$ cat src/rtl/scan_seq_pkg.sv
// Shared types and constants for the scan sequencer.
// Optional point skipping is enabled with SCAN_SEQ_SKIP_INVALID_EN.
package scan_seq_pkg;

  localparam int HALF_WIDTH     = 32;
  localparam int POINTS_DEFAULT = 720;
  localparam int SCAN_STRIDE    = POINTS_DEFAULT + 1;

  typedef struct packed {
    logic [HALF_WIDTH-1:0] magnitude;
    logic [HALF_WIDTH-1:0] angle;
  } scan_word_t;

  typedef struct packed {
    logic [HALF_WIDTH-1:0] x;
    logic [HALF_WIDTH-1:0] y;
  } pose_t;

  typedef enum logic [2:0] {
    IDLE,
    FETCH_POS,
    LATCH_POS,
    FETCH_PT,
    ISSUE,
    WAIT_BEAM,
    SCAN_END,
    PAUSE
  } seq_state_t;

  // One pose word precedes every scan's beam words.
  function automatic int stride_of(input int points);
    return points + 1;
  endfunction

endpackage

$ cat src/rtl/scan_address_gen.sv
// Scan memory address plus scan/point counters for the sequencer.
// Controlled entirely by the sequencer FSM.
module scan_address_gen
  import scan_seq_pkg::*;
#(
  parameter int ADDR_WIDTH      = 13,
  parameter int POINTS_PER_SCAN = 720,
  parameter int SCAN_WIDTH      = 4,
  parameter int POINT_WIDTH     = 10
) (
  input  logic                   clock,
  input  logic                   reset,
  input  logic                   load,
  input  logic                   addr_inc,
  input  logic                   point_clear,
  input  logic                   point_inc,
  input  logic                   scan_inc,
  input  logic                   clear,
  output logic [ADDR_WIDTH-1:0]  mem_address,
  output logic [SCAN_WIDTH-1:0]  scan_index,
  output logic [POINT_WIDTH-1:0] point_index
);

  localparam logic [ADDR_WIDTH-1:0] STRIDE =
    ADDR_WIDTH'(stride_of(POINTS_PER_SCAN));

  always_ff @(posedge clock) begin
    if (reset || clear) begin
      mem_address <= '0;
      scan_index  <= '0;
      point_index <= '0;
    end else begin
      if (load)
        mem_address <= ADDR_WIDTH'(scan_index) * STRIDE;
      else if (addr_inc)
        mem_address <= mem_address + ADDR_WIDTH'(1);
      if (point_clear)
        point_index <= '0;
      else if (point_inc)
        point_index <= point_index + POINT_WIDTH'(1);
      if (scan_inc)
        scan_index <= scan_index + SCAN_WIDTH'(1);
    end
  end

endmodule

$ cat src/rtl/scan_sequencer.sv
// Walks scan memory, latches poses and feeds beams to the ray-caster.
// Define SCAN_SEQ_SKIP_INVALID_EN to skip invalid points (adds skipped_count).
module scan_sequencer
  import scan_seq_pkg::*;
#(
  parameter int DATA_WIDTH      = 64,
  parameter int ADDR_WIDTH      = 13,
  parameter int POINTS_PER_SCAN = 720,
  parameter int NUM_SCANS       = 11,
  parameter int MEM_LATENCY     = 1,
  localparam int H  = DATA_WIDTH / 2,
  localparam int SW = (NUM_SCANS > 1) ? $clog2(NUM_SCANS) : 1,
  localparam int PW = (POINTS_PER_SCAN > 1) ? $clog2(POINTS_PER_SCAN) : 1
) (
  input  logic                  clock,
  input  logic                  reset,
  input  logic                  start,
  input  logic                  step_mode,
  output logic [ADDR_WIDTH-1:0] mem_address,
  input  logic [DATA_WIDTH-1:0] mem_data,
  output logic                  beam_start,
  output logic [H-1:0]          beam_magnitude,
  output logic [H-1:0]          beam_angle,
  output logic [H-1:0]          sensor_x,
  output logic [H-1:0]          sensor_y,
  input  logic                  beam_busy,
  output logic                  use_bresenham_indices,
  output logic                  busy,
  output logic                  scan_done,
  output logic                  run_done,
  output logic [SW-1:0]         scan_index,
  output logic [PW-1:0]         point_index
`ifdef SCAN_SEQ_SKIP_INVALID_EN
  ,
  output logic [15:0]           skipped_count
`endif
);

  localparam int LW = (MEM_LATENCY > 1) ? $clog2(MEM_LATENCY) : 1;

  seq_state_t state, next;
  logic [LW-1:0] wait_cnt;
  logic [H-1:0] word_hi, word_lo;
  logic wait_done, fetching, last_scan, last_point, skip;
  logic load, addr_inc, point_clear, point_inc;
  logic scan_inc, clear, advance;

  assign word_hi    = mem_data[DATA_WIDTH-1:H];
  assign word_lo    = mem_data[H-1:0];
  assign fetching   = (state == FETCH_POS) || (state == FETCH_PT);
  assign wait_done  = wait_cnt == LW'(MEM_LATENCY - 1);
  assign last_scan  = scan_index == SW'(NUM_SCANS - 1);
  assign last_point = point_index == PW'(POINTS_PER_SCAN - 1);

  assign busy      = state != IDLE;
  assign scan_done = state == SCAN_END;
  assign run_done  = scan_done && last_scan;

`ifdef SCAN_SEQ_SKIP_INVALID_EN
  // Only judged on the first ISSUE cycle, before a request goes out.
  assign skip = !beam_start && (word_hi == '0 || word_hi == '1);

  always_ff @(posedge clock) begin
    if (reset || (state == IDLE && start))
      skipped_count <= '0;
    else if (state == ISSUE && skip && skipped_count != '1)
      skipped_count <= skipped_count + 16'd1;
  end
`else
  assign skip = 1'b0;
`endif

  scan_address_gen #(
    .ADDR_WIDTH     (ADDR_WIDTH),
    .POINTS_PER_SCAN(POINTS_PER_SCAN),
    .SCAN_WIDTH     (SW),
    .POINT_WIDTH    (PW)
  ) u_addr (
    .clock      (clock),
    .reset      (reset),
    .load       (load),
    .addr_inc   (addr_inc),
    .point_clear(point_clear),
    .point_inc  (point_inc),
    .scan_inc   (scan_inc),
    .clear      (clear),
    .mem_address(mem_address),
    .scan_index (scan_index),
    .point_index(point_index)
  );

  always_comb begin
    next        = state;
    load        = 1'b0;
    addr_inc    = 1'b0;
    point_clear = 1'b0;
    point_inc   = 1'b0;
    scan_inc    = 1'b0;
    clear       = 1'b0;
    advance     = 1'b0;
    unique case (state)
      IDLE: if (start) begin
        next = FETCH_POS;
        load = 1'b1;
      end
      FETCH_POS: if (wait_done) next = LATCH_POS;
      LATCH_POS: begin
        next        = FETCH_PT;
        addr_inc    = 1'b1;
        point_clear = 1'b1;
      end
      FETCH_PT: if (wait_done) next = ISSUE;
      ISSUE: begin
        if (skip) advance = 1'b1;
        else if (beam_busy) next = WAIT_BEAM;
      end
      WAIT_BEAM: if (!beam_busy) advance = 1'b1;
      SCAN_END: begin
        if (last_scan) begin
          clear = 1'b1;
          next  = IDLE;
        end else begin
          scan_inc = 1'b1;
          addr_inc = 1'b1;
          next     = step_mode ? PAUSE : FETCH_POS;
        end
      end
      PAUSE: if (start) next = FETCH_POS;
      default: next = IDLE;
    endcase
    if (advance) begin
      if (last_point) begin
        next = SCAN_END;
      end else begin
        point_inc = 1'b1;
        addr_inc  = 1'b1;
        next      = FETCH_PT;
      end
    end
  end

  always_ff @(posedge clock) begin
    if (reset) begin
      state                 <= IDLE;
      wait_cnt              <= '0;
      beam_start            <= 1'b0;
      beam_magnitude        <= '0;
      beam_angle            <= '0;
      sensor_x              <= '0;
      sensor_y              <= '0;
      use_bresenham_indices <= 1'b0;
    end else begin
      state    <= next;
      wait_cnt <= (fetching && next == state) ? wait_cnt + LW'(1) : '0;
      if (state == LATCH_POS) begin
        sensor_x              <= word_hi;
        sensor_y              <= word_lo;
        use_bresenham_indices <= 1'b1;
      end
      if (state == SCAN_END)
        use_bresenham_indices <= 1'b0;
      if (state == ISSUE) begin
        if (!beam_start) begin
          beam_magnitude <= word_hi;
          beam_angle     <= word_lo;
        end
        beam_start <= !beam_busy && !skip;
      end
    end
  end

endmodule

$ cat config.mk
export PLATFORM = sky130hd
export DESIGN_NAME = scan_sequencer
export DESIGN_NICKNAME = d
export VERILOG_FILES = /design/src/rtl/scan_seq_pkg.sv /design/src/rtl/scan_address_gen.sv /design/src/rtl/scan_sequencer.sv
export SDC_FILE = /design/constraint.sdc
export NUM_CORES = 1
export LEC_CHECK = 0
export CORE_UTILIZATION = 46
export CTS_BUF_LIST = sky130_fd_sc_hd__clkbuf_4 sky130_fd_sc_hd__clkbuf_8
export DETAILED_ROUTE_END_ITERATION = 10
export PLACE_DENSITY_LB_ADDON = 0.3
export SYNTH_ARGS = -nofsm -noshare
export SYNTH_HDL_FRONTEND = slang
export SYNTH_HIERARCHICAL = 1
export SYNTH_SLANG_ARGS = --single-unit
$ cat constraint.sdc
create_clock -name clock -period 2.58 [get_ports clock]
set_input_delay 0.387 -clock clock [delete_from_list [all_inputs] [get_ports clock]]
set_output_delay 0.387 -clock clock [all_outputs]
set_load 0.01 [all_outputs]
==> results of run 1 <==
report_power, final:
group	internal, mW	switching, mW	total [mW]
clock network	0.793	0.888	1.68
registers	2.57	0.0598	2.63
logic	0.335	0.329	0.664
total	3.70	1.28	4.98
cell type report:
cell class	count	area, sq um
Clock inverter	10	88.8
Timing Repair Buffer	241	2410
Tap cell	176	220
Multi-Input combinational cell	553	2820
Clock buffer	20	263
Sequential cell	161	3220
Fill cell	1147	4370
Inverter	14	52.6
Yosys cell counts (6+ instances only):
| master | n | area share (%) |
|---|---|---|
| xnor2_1 | 12 | 1.6 |
| o21ai_0 | 8 | 0.62 |
| xor2_1 | 17 | 2.3 |
| nor2_1 | 27 | 1.6 |
| nand3_1 | 6 | 0.47 |
| dfxtp_1 | 161 | 50 |
| a21oi_1 | 137 | 11 |
| buf_2 | 12 | 0.93 |
| inv_1 | 14 | 0.82 |
| ha_1 | 16 | 3.1 |
| buf_6 | 13 | 2.3 |
| nand4_1 | 8 | 0.78 |
| clkbuf_1 | 17 | 0.99 |
| nand2_1 | 266 | 15 |
routing by layer:
layer / part of all wire [%] / vias up / GRT usage [%]
met3: 7.8 / 27 / 8.44
met5: 0 / - / 0
li1: - / 2963 / -
met1: 42 / 2769 / 28.4
met4: 2.1 / 0 / 9.72
met2: 48 / 201 / 39.9
registers in the layout, indices dropped and copies added, names as in the netlist, 3 cells and up:
name	cells
u_addr/point_index	10
sensor_y	32
u_addr/scan_index	4
beam_magnitude	32
state	3
sensor_x	32
u_addr/mem_address	13
beam_angle	32
worst paths after layout:
kind,start,to,slack (ns),cells after the start
worst max register to register,u_addr/scan_index[1],u_addr/mem_address[12],0.22,10
worst min-delay path,reset,use_bresenham_indices,0.37,2
worst max-delay path,u_addr/scan_index[0],run_done,0.14,4
worst min register to register,beam_angle[5],beam_angle[5],0.45,2
cells by family (layout without fill, tap and decap cells):
kind of cell	after synthesis	after routing
XOR/XNOR	29	29
flip-flops	161	161
adder cells (fa/ha/maj)	18	18
other	1	1
buffers and inverters	63	285
multiplexers	4	4
AND/OR/NAND/NOR	338	338
AO/OA/AOI/OAI	163	163
what timing repair did:
item	in CTS	in global routing
endpoints found under the hold margin	0	0
resized for setup	0	1
setup endpoints to repair	0	1
hold buffers	0	0
stage by stage:
stage                     power, mW  setup WS [ns]  hold slack [ns]
final                          4.98          0.145            0.370
after global routing           5.21         0.0216            0.357
after CTS                      5.03         0.0152            0.347
after detailed placement       3.35          0.109            0.446
after global placement         3.35          0.142            0.441
after floorplan                3.01          0.278            0.481
==> tab_implementation.tex, run 1 <==
\begin{tabular}{lr}
\hline
Metric & Value \\
\hline
\multicolumn{2}{l}{\textbf{Yosys}} \\
\quad Synth Area in Simple Gates & a little over a fifth \\
\quad Mux cell area share after synthesis & less than 1\% \\
\quad Sequential share of the synthesized area & approximately 50\% \\
\quad Number of flops mapped to enable cells by yosys & 0 \\
\quad Cells after synthesis & about 800 \\
\quad Flip-flop and latch count after synthesis & 161 \\
\quad Area fraction in compound gates after synthesis & 13.4\% \\
\quad Number of warnings issued by yosys & 6 \\
\quad Unique masters post-synth & 46 \\
\quad Async S/R FF share, synth & 0\% \\
\quad Syn\_nets & 864 \\
\quad Post-synthesis instance area & 6450 sq um \\
\quad Synth Area in XOR/XNOR & slightly below 4\% \\
\quad Top flip-flop cell by instance count after synthesis & dfxtp\_1 \\
\quad Mean area per synthesized cell & 8.30 sq um \\
\quad Share of synthesized cell area in full adder, half adder and majority cells & 3.73\% \\
\quad Main combinational cell family by area after synthesis & simple AND/OR/NAND/NOR gates \\
\multicolumn{2}{l}{\textbf{Floorplanning}} \\
\quad Core box area & roughly 13000 sq um \\
\quad Die area & 14500 sq um \\
\quad Die Height & 120 microns \\
\quad Floorplan row count & 42 \\
\quad Starting density of the core & a little under half \\
\quad Die X-Extent & around 120 microns \\
\quad Num ports & between 200 and 250 \\
\multicolumn{2}{l}{\textbf{Cells and area}} \\
\quad Most frequent cells in the layout & 266 x nand2\_1, 227 x clkdlybuf4s50\_1, 161 x dfxtp\_1 \\
\quad N\_diodes & 0 \\
\quad P\&R area growth vs syn & 40.9\% \\
\quad Final cell count without fillers & 1175 \\
\quad Net count reported at finish & 1075 \\
\quad Most common cell after layout, fill and taps aside & nand2\_1 \\
\quad Fin area & just over 9000 sq um \\
\quad Share of post-route cells with drive strength above 1 & about 6.0\% \\
\quad Util after Layout & 67.5\% \\
\multicolumn{2}{l}{\textbf{Power}} \\
\quad Lkg Pwr & approximately 3.2 nW \\
\quad Worst voltage drop across the vdd grid & slightly below 400 uV \\
\quad Power density of the placed cells & approximately 550 nW/um\^{}2 \\
\multicolumn{2}{l}{\textbf{Clocking}} \\
\quad Reg clk slew, reported paths & approximately 0.080 ns \\
\quad Num CTS Buffers & 17 \\
\quad Sinks on Clock Net & 161 \\
\quad TritonCTS clock tree & yes \\
\quad Clock root buffer master & clkbuf\_8 \\
\quad Setup repair bufs after CTS & 0 \\
\quad Skew-Pair Late Insertion Delay & around 0.44 ns \\
\quad Maximum clock insertion buffer count & 2 \\
\quad Number of H-tree branching levels & 4 \\
\multicolumn{2}{l}{\textbf{Worst setup path}} \\
\quad Critical Path RT & between 2 and 2.5 ns \\
\quad Type of the worst setup path & reg2out \\
\quad Startpoint Class & flop \\
\quad Number of buffer and inverter instances along the worst setup path & 2 \\
\quad Peak fanout along the critical path & 8 \\
\quad Worst EP arrival & 2.05 ns \\
\quad Cells along the critical path & buf\_4, and4bb\_2, nor2b\_2, clkdlybuf4s50\_1 \\
\quad Capturing element type of the critical path & primary output \\
\quad Largest stage delay on the critical path & 0.57 ns \\
\quad Cell family with most CP delay & buffers and inverters \\
\quad Master of the slowest instance on the critical path & clkdlybuf4s50\_1 \\
\multicolumn{2}{l}{\textbf{Place}} \\
\quad Total of buffers placed on input and output ports & 228 \\
\quad Number of cells in the design after placement & 1145 \\
\quad Final estimated routing congestion in global placement & 0.819 \\
\quad Post-Place Cell Area & around 8700 sq um \\
\quad DP HPWL & between 10000 and 15000 microns \\
\multicolumn{2}{l}{\textbf{Drt}} \\
\quad Routed via count divided by cell count & approximately 5.1 \\
\quad ANT nets after route & 0 \\
\quad Average wire length per cell after detail routing & roughly 15 microns \\
\quad Wire length reported by the detailed router & about 17000 microns \\
\quad Number of DRC markers after the initial detailed-route iteration & 390 \\
\quad Via count of the routed design & just under 6000 \\
\quad 1st-pass router iterations & 7 \\
\quad Drc violations & 0 \\
\multicolumn{2}{l}{\textbf{Timing}} \\
\quad Setup TNS & 0 ns \\
\quad Final critical path time including I/O delays and setup & between 2 and 2.5 ns \\
\quad Max-slew headroom at the worst pin & approximately 51\% \\
\quad Final Slew Violations & 0 \\
\quad RSZ-0062 raised after global routing & false \\
\quad Number of hold violations in the final report & 0 \\
\quad Final setup violation count & 0 \\
\quad Clock Skews & $\sim$0.0057 ns \\
\quad Worst slew pin tran & roughly 0.73 ns \\
\quad Fin crit share & a little over nine tenths \\
\quad Fmax & 411 MHz \\
\multicolumn{2}{l}{\textbf{Global routing}} \\
\quad Antenna violations before repair & 0 \\
\quad First-pass GRT wire length & 27500 microns \\
\quad Overall track demand over capacity in global routing & between 20\% and 30\% \\
\quad Pin count of the biggest net entering global routing & 65 \\
\quad Aggregate global routing overflow & 0 \\
\quad Number of global-route vias before repair & roughly 5600 \\
\multicolumn{2}{l}{\textbf{Hold path}} \\
\quad Type of the most critical hold path & in2reg \\
\multicolumn{2}{l}{\textbf{Status}} \\
\quad Outcome & completed \\
\multicolumn{2}{l}{\textbf{Run}} \\
\quad Maximum Capacitance Violations & 0 \\
\hline
\end{tabular}
Note: power is estimated with default switching activity, not from simulation.
==> run 2: changes to the inputs <==
--- a/config.mk
+++ b/config.mk
@@ -5,6 +5,7 @@
 export SDC_FILE = /design/constraint.sdc
 export NUM_CORES = 1
 export LEC_CHECK = 0
+export CAP_MARGIN = 20
 export CORE_UTILIZATION = 46
 export CTS_BUF_LIST = sky130_fd_sc_hd__clkbuf_4 sky130_fd_sc_hd__clkbuf_8
 export DETAILED_ROUTE_END_ITERATION = 10
==> results of run 2 <==
Same layout as run 1: the final DEF is identical, and so are final timing and power.
